`config.mk`:
```
export PLATFORM = sky130hd
export DESIGN_NAME = ps2_key_sequencer_flat
export DESIGN_NICKNAME = d
export VERILOG_FILES = /design/src/rtl/ps2_key_sequencer_if.sv /design/src/rtl/ps2_key_sequencer.sv /design/src/flat_wrapper.sv
export SDC_FILE = /design/constraint.sdc
export NUM_CORES = 1
export LEC_CHECK = 0
export ABC_AREA = 1
export CORE_ASPECT_RATIO = 0.75
export CORE_MARGIN = 2
export CORE_UTILIZATION = 51
export CTS_BUF_LIST = sky130_fd_sc_hd__clkbuf_4
export CTS_CLUSTER_SIZE = 25
export DETAILED_ROUTE_END_ITERATION = 10
export DONT_BUFFER_PORTS = 1
export GPL_TIMING_DRIVEN = 1
export PLACE_DENSITY = 0.66
export SETUP_SLACK_MARGIN = 0.4
export SYNTH_ARGS = -nofsm -noshare
export SYNTH_HDL_FRONTEND = slang
export SYNTH_SLANG_ARGS = --single-unit
```
`constraint.sdc`:
```
create_clock -name clk -period 5.69 [get_ports clk]
set_input_delay 0.569 -clock clk [delete_from_list [all_inputs] [get_ports clk]]
set_output_delay 0.569 -clock clk [all_outputs]
set_load 0.02 [all_outputs]
```
`src/rtl/ps2_key_sequencer_if.sv`:
```
// Receiver-side and consumer-side signals of the PS/2 key sequencer.
// The sequencer uses the master modport; its environment uses the slave modport.
interface ps2_key_sequencer_if #(
    parameter int DEPTH = 8
);
    localparam int LW = $clog2(DEPTH) + 1;

    logic [7:0]    scan_code;
    logic          code_ready;
    logic          parity_error;
    logic          rx_clr;
    logic          key_valid;
    logic          key_ready;
    logic [7:0]    key_code;
    logic          key_ext;
    logic          key_break;
    logic [LW-1:0] fifo_level;
    logic          overflow;
    logic          ovf_clr;
    logic [7:0]    err_cnt;

    modport master (
        input  scan_code, code_ready, parity_error, key_ready, ovf_clr,
        output rx_clr, key_valid, key_code, key_ext, key_break,
               fifo_level, overflow, err_cnt
    );

    modport slave (
        output scan_code, code_ready, parity_error, key_ready, ovf_clr,
        input  rx_clr, key_valid, key_code, key_ext, key_break,
               fifo_level, overflow, err_cnt
    );
endinterface

```
`src/rtl/ps2_key_sequencer.sv`:
```
// Decodes E0/F0/E1 PS/2 prefix sequences into key events, buffers them in a
// first-word-fall-through FIFO and supervises the receiver (errors, stalls).
module ps2_key_sequencer #(
    parameter int DEPTH   = 8,
    parameter int TIMEOUT = 2_000_000
) (
    input  logic                clk,
    input  logic                clr_n,
    ps2_key_sequencer_if.master bus
);
    localparam int AW = $clog2(DEPTH);
    localparam int LW = AW + 1;
    localparam int TW = (TIMEOUT > 1) ? $clog2(TIMEOUT) : 1;
    localparam logic [TW-1:0] TMAX = TW'(TIMEOUT - 1);

    typedef enum logic [2:0] {
        S_IDLE,
        S_E0,
        S_F0,
        S_E0F0,
        S_PAUSE
    } state_t;

    state_t          r_state, w_state_nxt;
    logic            r_code_ready_q, r_parity_error_q;
    logic            w_byte_stb, w_err_stb;
    logic [2:0]      r_skip, w_skip_nxt;
    logic [TW-1:0]   r_timer;
    logic            w_timeout;
    logic            w_push, w_push_ext, w_push_brk;
    logic [7:0]      w_push_code;
    logic            r_rx_clr;
    logic [7:0]      r_err_cnt;

    logic [9:0]      r_mem [DEPTH];
    logic [AW-1:0]   r_wr_ptr, r_rd_ptr;
    logic [LW-1:0]   r_level;
    logic [9:0]      r_hold;
    logic [9:0]      w_head;
    logic            w_valid, w_full, w_pop, w_wr, w_drop;
    logic            r_overflow;

    function automatic logic is_filtered(input logic [7:0] b);
        case (b)
            8'h00, 8'hAA, 8'hEE, 8'hFA, 8'hFC, 8'hFE, 8'hFF: is_filtered = 1'b1;
            default:                                         is_filtered = 1'b0;
        endcase
    endfunction

    assign w_byte_stb = bus.code_ready & ~r_code_ready_q;
    assign w_err_stb  = bus.parity_error & ~r_parity_error_q;

    // Error beats byte, byte beats timeout: a byte landing on the last
    // allowed cycle still completes its sequence.
    always_comb begin
        w_state_nxt = r_state;
        w_skip_nxt  = r_skip;
        w_push      = 1'b0;
        w_push_code = bus.scan_code;
        w_push_ext  = 1'b0;
        w_push_brk  = 1'b0;
        w_timeout   = 1'b0;
        if (w_err_stb) begin
            w_state_nxt = S_IDLE;
        end else if (w_byte_stb) begin
            case (r_state)
                S_IDLE: begin
                    if (bus.scan_code == 8'hE0) begin
                        w_state_nxt = S_E0;
                    end else if (bus.scan_code == 8'hF0) begin
                        w_state_nxt = S_F0;
                    end else if (bus.scan_code == 8'hE1) begin
                        w_state_nxt = S_PAUSE;
                        w_skip_nxt  = 3'd7;
                    end else if (!is_filtered(bus.scan_code)) begin
                        w_push = 1'b1;
                    end
                end
                S_E0: begin
                    if (bus.scan_code == 8'hF0) begin
                        w_state_nxt = S_E0F0;
                    end else if (bus.scan_code != 8'hE0 && bus.scan_code != 8'hE1) begin
                        w_push      = 1'b1;
                        w_push_ext  = 1'b1;
                        w_state_nxt = S_IDLE;
                    end
                end
                S_F0: begin
                    w_push      = 1'b1;
                    w_push_brk  = 1'b1;
                    w_state_nxt = S_IDLE;
                end
                S_E0F0: begin
                    w_push      = 1'b1;
                    w_push_ext  = 1'b1;
                    w_push_brk  = 1'b1;
                    w_state_nxt = S_IDLE;
                end
                S_PAUSE: begin
                    w_skip_nxt = r_skip - 3'd1;
                    if (r_skip == 3'd1) begin
                        w_push      = 1'b1;
                        w_push_code = 8'hE1;
                        w_push_ext  = 1'b1;
                        w_state_nxt = S_IDLE;
                    end
                end
                default: w_state_nxt = S_IDLE;
            endcase
        end else if (r_state != S_IDLE && r_timer == TMAX) begin
            w_state_nxt = S_IDLE;
            w_timeout   = 1'b1;
        end
    end

    always_ff @(posedge clk or negedge clr_n) begin
        if (!clr_n) begin
            r_state          <= S_IDLE;
            r_skip           <= '0;
            r_timer          <= '0;
            r_code_ready_q   <= 1'b0;
            r_parity_error_q <= 1'b0;
            r_rx_clr         <= 1'b0;
            r_err_cnt        <= '0;
        end else begin
            r_state          <= w_state_nxt;
            r_skip           <= w_skip_nxt;
            r_code_ready_q   <= bus.code_ready;
            r_parity_error_q <= bus.parity_error;
            r_rx_clr         <= w_err_stb | w_timeout;
            if (w_byte_stb || w_err_stb || w_timeout || r_state == S_IDLE) begin
                r_timer <= '0;
            end else begin
                r_timer <= r_timer + TW'(1);
            end
            if (w_err_stb && r_err_cnt != 8'hFF) begin
                r_err_cnt <= r_err_cnt + 8'd1;
            end
        end
    end

    assign w_valid = (r_level != '0);
    assign w_full  = (r_level == LW'(DEPTH));
    assign w_pop   = w_valid & bus.key_ready;
    assign w_wr    = w_push & (~w_full | w_pop);
    assign w_drop  = w_push & w_full & ~w_pop;

    always_ff @(posedge clk) begin
        if (w_wr) begin
            r_mem[r_wr_ptr] <= {w_push_code, w_push_ext, w_push_brk};
        end
    end

    // While empty the head presents the last shown entry, not a stale slot.
    assign w_head = w_valid ? r_mem[r_rd_ptr] : r_hold;

    always_ff @(posedge clk or negedge clr_n) begin
        if (!clr_n) begin
            r_wr_ptr   <= '0;
            r_rd_ptr   <= '0;
            r_level    <= '0;
            r_hold     <= '0;
            r_overflow <= 1'b0;
        end else begin
            r_hold <= w_head;
            if (w_wr) begin
                r_wr_ptr <= r_wr_ptr + AW'(1);
            end
            if (w_pop) begin
                r_rd_ptr <= r_rd_ptr + AW'(1);
            end
            case ({w_wr, w_pop})
                2'b10:   r_level <= r_level + LW'(1);
                2'b01:   r_level <= r_level - LW'(1);
                default: r_level <= r_level;
            endcase
            if (w_drop) begin
                r_overflow <= 1'b1;
            end else if (bus.ovf_clr) begin
                r_overflow <= 1'b0;
            end
        end
    end

    assign bus.rx_clr     = r_rx_clr;
    assign bus.key_valid  = w_valid;
    assign bus.key_code   = w_head[9:2];
    assign bus.key_ext    = w_head[1];
    assign bus.key_break  = w_head[0];
    assign bus.fifo_level = r_level;
    assign bus.overflow   = r_overflow;
    assign bus.err_cnt    = r_err_cnt;
endmodule

```
`src/flat_wrapper.sv`:
```
// flat-port wrapper written by rule: the top's interface ports become plain ports
module ps2_key_sequencer_flat 
#(
    parameter int DEPTH   = 8,
    parameter int TIMEOUT = 2_000_000
)
  (clk, clr_n, bus_scan_code, bus_code_ready, bus_parity_error, bus_key_ready, bus_ovf_clr, bus_rx_clr, bus_key_valid, bus_key_code, bus_key_ext, bus_key_break, bus_fifo_level, bus_overflow, bus_err_cnt);
  ps2_key_sequencer_if #(.DEPTH(DEPTH)) bus_i ();
  input  logic clk;
  input  logic clr_n;
  input wire logic [$bits(bus_i.scan_code)-1:0] bus_scan_code;
  input wire logic [$bits(bus_i.code_ready)-1:0] bus_code_ready;
  input wire logic [$bits(bus_i.parity_error)-1:0] bus_parity_error;
  input wire logic [$bits(bus_i.key_ready)-1:0] bus_key_ready;
  input wire logic [$bits(bus_i.ovf_clr)-1:0] bus_ovf_clr;
  output wire logic [$bits(bus_i.rx_clr)-1:0] bus_rx_clr;
  output wire logic [$bits(bus_i.key_valid)-1:0] bus_key_valid;
  output wire logic [$bits(bus_i.key_code)-1:0] bus_key_code;
  output wire logic [$bits(bus_i.key_ext)-1:0] bus_key_ext;
  output wire logic [$bits(bus_i.key_break)-1:0] bus_key_break;
  output wire logic [$bits(bus_i.fifo_level)-1:0] bus_fifo_level;
  output wire logic [$bits(bus_i.overflow)-1:0] bus_overflow;
  output wire logic [$bits(bus_i.err_cnt)-1:0] bus_err_cnt;
  assign bus_i.scan_code = bus_scan_code;
  assign bus_i.code_ready = bus_code_ready;
  assign bus_i.parity_error = bus_parity_error;
  assign bus_i.key_ready = bus_key_ready;
  assign bus_i.ovf_clr = bus_ovf_clr;
  assign bus_rx_clr = bus_i.rx_clr;
  assign bus_key_valid = bus_i.key_valid;
  assign bus_key_code = bus_i.key_code;
  assign bus_key_ext = bus_i.key_ext;
  assign bus_key_break = bus_i.key_break;
  assign bus_fifo_level = bus_i.fifo_level;
  assign bus_overflow = bus_i.overflow;
  assign bus_err_cnt = bus_i.err_cnt;
  ps2_key_sequencer #(.DEPTH(DEPTH), .TIMEOUT(TIMEOUT)) u_core (.clk(clk), .clr_n(clr_n), .bus(bus_i));
endmodule
```
==> results.json <==
{
  "status": "complete, no violations",
  "cts.sinks": 139,
  "p_leak_nw": 2.74,
  "gr-total-overflow": 0,
  "final_cell_mix": "118 x nor2_1, 115 x nand2_1, 80 x edfxtp_1",
  "post_drt_via_cell_ratio": 5.35,
  "setup_viol": 0,
  "syn_avg_cell_area_um2": 9.98,
  "cap_violations": 0,
  "grt_max_degree": 60,
  "reg2reg_setup_slack_ns": 2.79,
  "routed-wl-met3_um": 957,
  "endpoint_kind": "primary output",
  "slew_viol_final": 0,
  "clock-root-buffer": "clkbuf_4",
  "cts_setup_buffers": 0,
  "dp_hpwl_um": 8720,
  "totalWireLength_um": 13100,
  "start_util_pct": 52.2,
  "fin_nets": 672,
  "synth_area_mm2": 0.00643,
  "design.core.area_mm2": 0.0123,
  "num_antenna_cells": 0,
  "dr_wl_met2_um": 5710,
  "layout_commonest_cell": "nor2_1",
  "gp_congestion": 0.817,
  "hold_violations": 0,
  "instances_no_fill": 828,
  "syn_nets": 667,
  "ant_nets": 0,
  "die_w_um": 134,
  "ctsLongestPathBuffers": 2,
  "fmax_mhz": 274,
  "drc": 0,
  "rsz0062_at_grt": "no",
  "place_inst": 793,
  "ys_ff_latch": 139,
  "crit_arrival_ns": 3.08,
  "dr.pass1.iters": 4,
  "track_usage_pct": 20.8,
  "postSynthCellCount": 644,
  "vdd_drop_max_mv": 0.249,
  "highest_layer": "met4",
  "ys_seq_area_share_pct": 60.3,
  "port-buffer-count": 0,
  "drt-met1-wl_um": 6280,
  "start_kind": "flop",
  "dieArea_mm2": 0.0135,
  "ys_warn_count": 0,
  "layout_min_cycle_time_ns": 3.65,
  "path_class": "reg -> out",
  "synth_cell_types": 35,
  "htree_levels": 4,
  "worstMarginPinSlew_ns": 1.10,
  "finalCritPeriodShare_pct": 64.1,
  "path_clk_slew_ns": 0.12,
  "cts_buffers": 17,
  "clk_latency_ns": 0.52,
  "antenna_found_initial": 0,
  "rows": 35,
  "relSlewSlack_pct": 26.5,
  "first_iter_violations": 360,
  "final_core_util_pct": 56.2,
  "die_y_um": 101,
  "powerDensity_mw_per_mm2": 420,
  "vias": 4428,
  "grt_pass1_vias": 4285,
  "grt_first_pass_wirelength_um": 21600,
  "fin_tns_setup_ns": 0,
  "worst_ep_required_time_ns": 5.12,
  "io_pins": 39,
  "finClkSkew_ns": 0.0213,
  "hp-class": "in -> reg",
  "tritoncts": "yes",
  "cp_max_fo": 12,
  "wire_per_inst_um": 15.8,
  "drive_gt1_share_pct": 10.1,
  "area_growth_pct": 7.49
}
## logic make-up (layout without fill, tap and decap cells)
group	Yosys count	count (layout)	share of synthesized area, %
buf+inv	77	95	4.83
xor+xnor	26	26	3.54
flops	139	139	60.3
mux	8	8	1.27
compound gates	74	74	6.93
simple gates	311	311	21.4
fa+ha+maj	9	9	1.75
## routing by layer
metal / track usage [%] / vias up
met4: 6.71 / 0
met2: 31.2 / 149
li1: - / 2176
met3: 5.66 / 10
met5: 0 / -
met1: 29.7 / 2093
## power breakdown
part	switching (W)	internal [W]
Sequential	0.000155	0.00120
Clock	0.000352	0.000324
Combinational	0.000617	0.000255
## repair_timing
item,CTS,global route
endpoints found under the hold margin,59,1
hold buffers,2,1
gates resized for setup,0,0
endpoints found under the setup margin,0,0
## cells in the mapped netlist (all sizes together)
library cell	count	share of area, %
xor2	17	2.3
nand4	11	1.3
a21oi	6	0.58
mux2i	7	1.1
nor3	13	1.2
ha	9	1.8
nand2	121	7.3
a31oi	2	0.19
edfxtp	80	37
o221ai	7	0.95
inv	58	3.4
nand3b	1	0.12
a22o	1	0.14
o21ai	46	3.6
nor2	127	8.1
buf	7	0.74
dfrtp	59	23
clkbuf	12	0.70
xnor2	9	1.2
nand3	37	3.2
o211ai	8	0.93
o32ai	3	0.41
o2111ai	1	0.14
nor3b	1	0.12
mux2	1	0.18
## through the flow
step | cell area [um^2] | setup slack (ns) | total power, W | hold slack, ns
after floorplan | 6430 | 3.34 | 0.00204 | 0.273
after global placement | 6560 | 2.64 | 0.00220 | 0.275
after detailed placement | 6560 | 2.57 | 0.00224 | 0.275
after CTS | 6900 | 1.97 | 0.00292 | 0.0212
after global routing | 6910 | 1.71 | 0.00308 | 0.0200
final | 6910 | 2.04 | 0.00291 | 0.0690
## worst paths after layout
kind	end	from	depth (start not counted)
max in group asynchronous	u_core.r_skip[2]$_DFFE_PN0P_	clr_n	2
min in group asynchronous	u_core.bus.err_cnt[3]$_DFFE_PN0P_	clr_n	2
worst min register to register	u_core.r_skip[2]$_DFFE_PN0P_	u_core.r_skip[2]$_DFFE_PN0P_	2
worst min-delay path	u_core.r_code_ready_q$_DFF_PN0_	bus_code_ready	0
worst max-delay path	bus_key_code[6]	u_core.bus.fifo_level[1]$_DFFE_PN0P_	6
worst max register to register	u_core.bus.fifo_level[2]$_DFFE_PN0P_	u_core.bus.fifo_level[1]$_DFFE_PN0P_	10
## final cells by class
cell class / instances / area (um^2)
fill: 1057 / 5400
clock inverter: 11 / 146
tap: 166 / 208
multi-input combinational: 428 / 2240
timing repair buffer: 5 / 62.6
inverter: 58 / 218
sequential: 139 / 3880
clock buffer: 21 / 158
## state kept, by name (all words and copies together) (netlist names)
register,count
u_core.bus.err_cnt,8
u_core.r_code_ready_q,1
u_core.r_rd_ptr,3
u_core.r_mem,80
u_core.r_state,3
u_core.bus.overflow,1
u_core.r_parity_error_q,1
u_core.bus.rx_clr,1
u_core.bus.fifo_level,4
u_core.r_timer,21
u_core.r_skip,3
u_core.r_wr_ptr,3
u_core.r_hold,10
## worst max-delay path, stage by stage (launching register included)
cell and delay, ns:
dfrtp_1 0.53, nor2_1 0.15, nand2_1 0.07, nor2_1 0.70, inv_1 0.55, o21ai_0 0.22, o21ai_0 0.33
No activity file was read; power rests on OpenSTA's default activity.
